$ cat src/rtl/serial_bit_feeder.sv
// Parallel-to-serial feeder: WIDTH-bit words in over valid/ready, MSB-first bit stream out.
// Define SER_PARITY_EN to append an even-parity bit after each word's data bits.
module serial_bit_feeder #(
   parameter int WIDTH = 8,
   parameter int CNT_W = 8
) (
   input  logic             clk,
   input  logic             rst_n,
   input  logic [WIDTH-1:0] din,
   input  logic             din_valid,
   output logic             din_ready,
   output logic             x,
   output logic             x_valid,
   output logic             x_last,
   output logic             busy,
   output logic [CNT_W-1:0] word_cnt
);

   localparam int BCW = $clog2(WIDTH);
   localparam logic [BCW-1:0] LAST_BIT = BCW'(WIDTH - 1);

   typedef enum logic [1:0] {
      S_IDLE   = 2'd0,
`ifdef SER_PARITY_EN
      S_PARITY = 2'd2,
`endif
      S_SHIFT  = 2'd1
   } state_t;

   state_t           r_state, w_state_nxt;
   logic [WIDTH-1:0] r_shift, w_shift_nxt;
   logic [BCW-1:0]   r_bit_cnt, w_bit_cnt_nxt;
   logic [CNT_W-1:0] r_word_cnt;
   logic             r_x, r_x_valid, r_x_last, r_busy;
   logic             w_x_nxt, w_x_last_nxt;
   logic             w_load, w_word_done, w_last_bit;
`ifdef SER_PARITY_EN
   logic             r_parity, w_parity_nxt;
`endif

   assign w_last_bit = (r_state == S_SHIFT) && (r_bit_cnt == LAST_BIT);

   // Ready is a function of state and bit counter only, never of din_valid.
`ifdef SER_PARITY_EN
   assign din_ready = (r_state == S_IDLE) || (r_state == S_PARITY);
   assign w_parity_nxt = w_load ? ^din : r_parity;
`else
   assign din_ready = (r_state == S_IDLE) || w_last_bit;
`endif

   assign w_load = din_valid && din_ready;

   // NOTE: every signal driven here gets a default first so no latch is inferred.
   always_comb begin
      w_state_nxt   = r_state;
      w_shift_nxt   = r_shift;
      w_bit_cnt_nxt = r_bit_cnt;
      w_word_done   = 1'b0;
      case (r_state)
         S_IDLE: ;
         S_SHIFT: begin
            if (w_last_bit) begin
`ifdef SER_PARITY_EN
               w_state_nxt = S_PARITY;
`else
               w_word_done = 1'b1;
               w_state_nxt = S_IDLE;
`endif
            end else begin
               w_shift_nxt   = {r_shift[WIDTH-2:0], 1'b0};
               w_bit_cnt_nxt = r_bit_cnt + BCW'(1);
            end
         end
`ifdef SER_PARITY_EN
         S_PARITY: begin
            w_word_done = 1'b1;
            w_state_nxt = S_IDLE;
         end
`endif
         default: w_state_nxt = S_IDLE;
      endcase
      if (w_load) begin
         w_shift_nxt   = din;
         w_bit_cnt_nxt = '0;
         w_state_nxt   = S_SHIFT;
      end
   end

   // Serial outputs are computed from next state so they can be registered.
   always_comb begin
      w_x_nxt      = 1'b0;
      w_x_last_nxt = 1'b0;
      case (w_state_nxt)
         S_SHIFT: begin
            w_x_nxt = w_shift_nxt[WIDTH-1];
`ifndef SER_PARITY_EN
            w_x_last_nxt = (w_bit_cnt_nxt == LAST_BIT);
`endif
         end
`ifdef SER_PARITY_EN
         S_PARITY: begin
            w_x_nxt      = w_parity_nxt;
            w_x_last_nxt = 1'b1;
         end
`endif
         default: ;
      endcase
   end

   // NOTE: sequential state uses non-blocking assignments so all registers update together.
   always_ff @(posedge clk or negedge rst_n) begin
      if (!rst_n) begin
         r_state    <= S_IDLE;
         r_shift    <= '0;
         r_bit_cnt  <= '0;
         r_word_cnt <= '0;
         r_x        <= 1'b0;
         r_x_valid  <= 1'b0;
         r_x_last   <= 1'b0;
         r_busy     <= 1'b0;
`ifdef SER_PARITY_EN
         r_parity   <= 1'b0;
`endif
      end else begin
         r_state   <= w_state_nxt;
         r_shift   <= w_shift_nxt;
         r_bit_cnt <= w_bit_cnt_nxt;
         r_x       <= w_x_nxt;
         r_x_valid <= (w_state_nxt != S_IDLE);
         r_x_last  <= w_x_last_nxt;
         r_busy    <= (w_state_nxt != S_IDLE);
`ifdef SER_PARITY_EN
         r_parity  <= w_parity_nxt;
`endif
         if (w_word_done) r_word_cnt <= r_word_cnt + CNT_W'(1);
      end
   end

   assign x        = r_x;
   assign x_valid  = r_x_valid;
   assign x_last   = r_x_last;
   assign busy     = r_busy;
   assign word_cnt = r_word_cnt;

endmodule

$ cat config.mk
export PLATFORM = sky130hd
export DESIGN_NAME = serial_bit_feeder
export DESIGN_NICKNAME = d
export VERILOG_FILES = /design/src/rtl/serial_bit_feeder.sv
export SDC_FILE = /design/constraint.sdc
export NUM_CORES = 1
export LEC_CHECK = 0
export CAP_MARGIN = 30
export CELL_PAD_IN_SITES_DETAIL_PLACEMENT = 1
export CELL_PAD_IN_SITES_GLOBAL_PLACEMENT = 1
export CORE_ASPECT_RATIO = 1.2
export CORE_UTILIZATION = 40
export CTS_BUF_LIST = sky130_fd_sc_hd__clkbuf_4
export DETAILED_ROUTE_END_ITERATION = 8
export PLACE_DENSITY_LB_ADDON = 0.1
export SLEW_MARGIN = 0
export SYNTH_ARGS = -nofsm -noshare
export SYNTH_HDL_FRONTEND = slang
export SYNTH_SLANG_ARGS = --single-unit
$ cat constraint.sdc
create_clock -name clk -period 2 [get_ports clk]
set_input_delay 0.2 -clock clk [delete_from_list [all_inputs] [get_ports clk]]
set_output_delay 0.2 -clock clk [all_outputs]
set_load 0.02 [all_outputs]
==> key figures <==
Status
  • Status: complete, no violations

Clock tree
  • CTS Buf Count: 3
  • H-tree depth: 1
  • CTS Root Cell: clkbuf_4
  • Clk sinks: 23
  • Clock Path Buffers: 2
  • CTS tree: done
  • Clock transition at the registers of the reported paths: about 0.12 ns
  • Clk_lat worst skew: 0.31 ns

Timing
  • Final setup violation count: 0
  • Unrepaired setup endpoints after global routing: false
  • Slew Limit Fails: 0
  • Final hold vios: 0
  • Fmax: approximately 530 MHz
  • Setup Skew: 0.004019 ns
  • TNS Setup: 0 ns
  • Post-layout minimum cycle time: between 1.5 and 2 ns
  • Final period util: between 90 and 100%

Placement
  • GPL Wtd Cong: 0.6936
  • # placed instances: approximately 150
  • Buffers on Ports: 23
  • DP Wirelength: between 1500 and 2000 µm

Floorplanning
  • Die width: slightly below 50 µm
  • Die H: roughly 59 µm
  • Die ar.: just under 3000 µm²
  • # rows: 20
  • # IOs: 24
  • Core region area: around 2600 µm²
  • Starting Density: a little over two fifths

Route
  • WL per Instance: about 14 µm
  • Initial DRT Pass Iterations: 2
  • Starting DRT DRC Count: 27
  • DRC viols: 0
  • DR vias/cell: between 5 and 6
  • Final wirelength: 2200 µm
  • Total number of vias: between 700 and 800
  • Post-route antenna net violation count: 0

Worst setup path
  • Crit. End Element: output port
  • Reg2reg setup slack: roughly 0.18 ns
  • Crit path max fanout: 3
  • Reg2reg path depth: 7
  • Reg-to-reg critical path endpoint: r_shift[5]$_DFFE_PN0P_
  • Startpoint types: flip-flop
  • Kind of critical path: reg -> out
  • Reg2reg start: r_bit_cnt[0]$_DFF_PN0_
  • Critical path arrival: around 1.7 ns
  • WP data required: about 1.8 ns

Global route
  • Number of global-route vias before repair: ~860
  • Total grt overflow: 0
  • Pin count of the biggest net entering global routing: 24
  • First-pass GRT wire length: approximately 3600 µm
  • Initial antenna violation count: 0
  • GRT Resource Usage Total: between 10% and 20%

Logic synthesis
  • Sequential-to-total area share from yosys stat: ~53%
  • Cell taking the most area after synthesis: dfrtp_1
  • Mean Syn Cell Area: 11.74 µm²
  • Mapped Cells: 92
  • Top cells by count, synth: dfrtp_1, nor2_1, a32oi_1, o2bb2ai_1
  • Synth Net Count: about 110
  • Synthesized flop and latch total: 23
  • Netlist cell types: 28
  • Mapped cell area: ~1100 µm²
  • Synth warn: 0
  • Synth top area cells: dfrtp_1, a32oi_1, o2bb2ai_1, nor2_1, xor2_1
  • Top_reg_cell synth: dfrtp_1
  • Top-area cell type share of the netlist area: between 50% and 60%
  • Post-synth EDFFs: 0
  • Most frequent cell after synthesis: dfrtp_1
  • FFs w/ async S/R, synth: 100.0%

Flow run
  • Max_cap viols: 0

Layout
  • Fraction of layout cells with a size suffix above 1: around 16%
  • Number of diodes: 0
  • Fin cells: approximately 150
  • Area Growth Syn to Fin: 28.39%
  • Final #Nets: roughly 140

Hold path
  • Worst Hold Class: in -> async

Power
  • Power Density: approximately 650 nW/µm²
  • Leak pwr: around 0.66 nW
  • Peak supply drop: approximately 0.45 mV
cells in the final DEF (no fill, tap or decap), drive strengths merged, types with 4 or more instances in the layout:
| master | n |
|---|---|
| inv | 6 |
| buf | 6 |
| xor2 | 5 |
| a32oi | 6 |
| nand3 | 4 |
| nor2 | 12 |
| dfrtp | 23 |
| o2bb2ai | 6 |
| clkdlybuf4s50 | 22 |
worst max-delay path, cell delays in order (launching register included):
cell	delay [ns]
dfrtp_1	0.42
ha_1	0.21
ha_1	0.20
nor2b_2	0.17
nor2_1	0.06
dlygate4sd2_1	0.32
area by class of cell:
class / instances / area (µm²)
well taps: 33 / 41.29
clock buffers: 3 / 22.52
repair buffers: 29 / 274.0
fillers: 276 / 1166
clock inverters: 1 / 5.005
flip-flops and latches: 23 / 575.6
multi-input cells: 58 / 445.4
inverters: 6 / 22.52
metal layers:
layer | global-route usage (%) | up-vias | part of all wire (%)
met2 | 31.51 | 18 | 52
met5 | 0 | - | 0
met1 | 17.18 | 394 | 42
met3 | 3.101 | 4 | 4.3
li1 | - | 380 | -
met4 | 8.571 | 0 | 1.3
where the power goes:
part           internal, mW  switching (mW)
registers             0.505          0.0282
logic                0.0860          0.0758
clock network        0.0746           0.134
sequential cells by signal, indices dropped and copies added (netlist names):
register,count
r_shift,7
word_cnt,8
r_bit_cnt,3
busy,1
x,1
r_state,2
x_last,1
worst max path at each step:
stage	start	end	slack, ns	cells after the start
2_1_floorplan	r_bit_cnt[0]$_DFF_PN0_	r_bit_cnt[2]$_DFF_PN0_	0.40	6
3_5_place_dp	r_bit_cnt[0]$_DFF_PN0_	r_shift[5]$_DFFE_PN0P_	0.21	7
6_report	r_bit_cnt[0]$_DFF_PN0_	din_ready	0.10	5
3_3_place_gp	r_bit_cnt[0]$_DFF_PN0_	din_ready	0.24	5
5_1_grt	r_bit_cnt[0]$_DFF_PN0_	din_ready	0.02	5
4_1_cts	r_bit_cnt[0]$_DFF_PN0_	din_ready	0.06	5
through the flow:
stage / instance area [µm²] / hold slack (ns) / power (mW) / worst slack [ns] / utilization, %
final: 1386 / 0.2326 / 0.9031 / 0.1047 / 54.31
after global routing: 1386 / 0.2467 / 0.9550 / 0.02206 / 54.31
after CTS: 1371 / 0.2388 / 0.9110 / 0.06256 / 53.73
after detailed placement: 1345 / 0.4616 / 0.6972 / 0.2116 / 52.70
after global placement: 1345 / 0.4539 / 0.6925 / 0.2426 / 52.70
after floorplan: 1080 / -0.09559 / 0.6315 / 0.4030 / -
kinds of logic after synthesis:
group | count (synthesis) | share of synthesized area (%)
other cells | 1 | 0.3473
flops | 23 | 53.30
simple gates | 27 | 15.18
mux | 3 | 3.013
xor+xnor | 7 | 5.678
buf+inv | 11 | 5.446
fa+ha+maj | 3 | 3.477
compound gates | 17 | 13.56
repair_timing:
action,in CTS,in global routing
cloned,0,0
hold buffers,0,0
resized for setup,1,0
setup endpoints to repair,1,1
buffers inserted,0,2
Power figures use the tool's default switching activity.
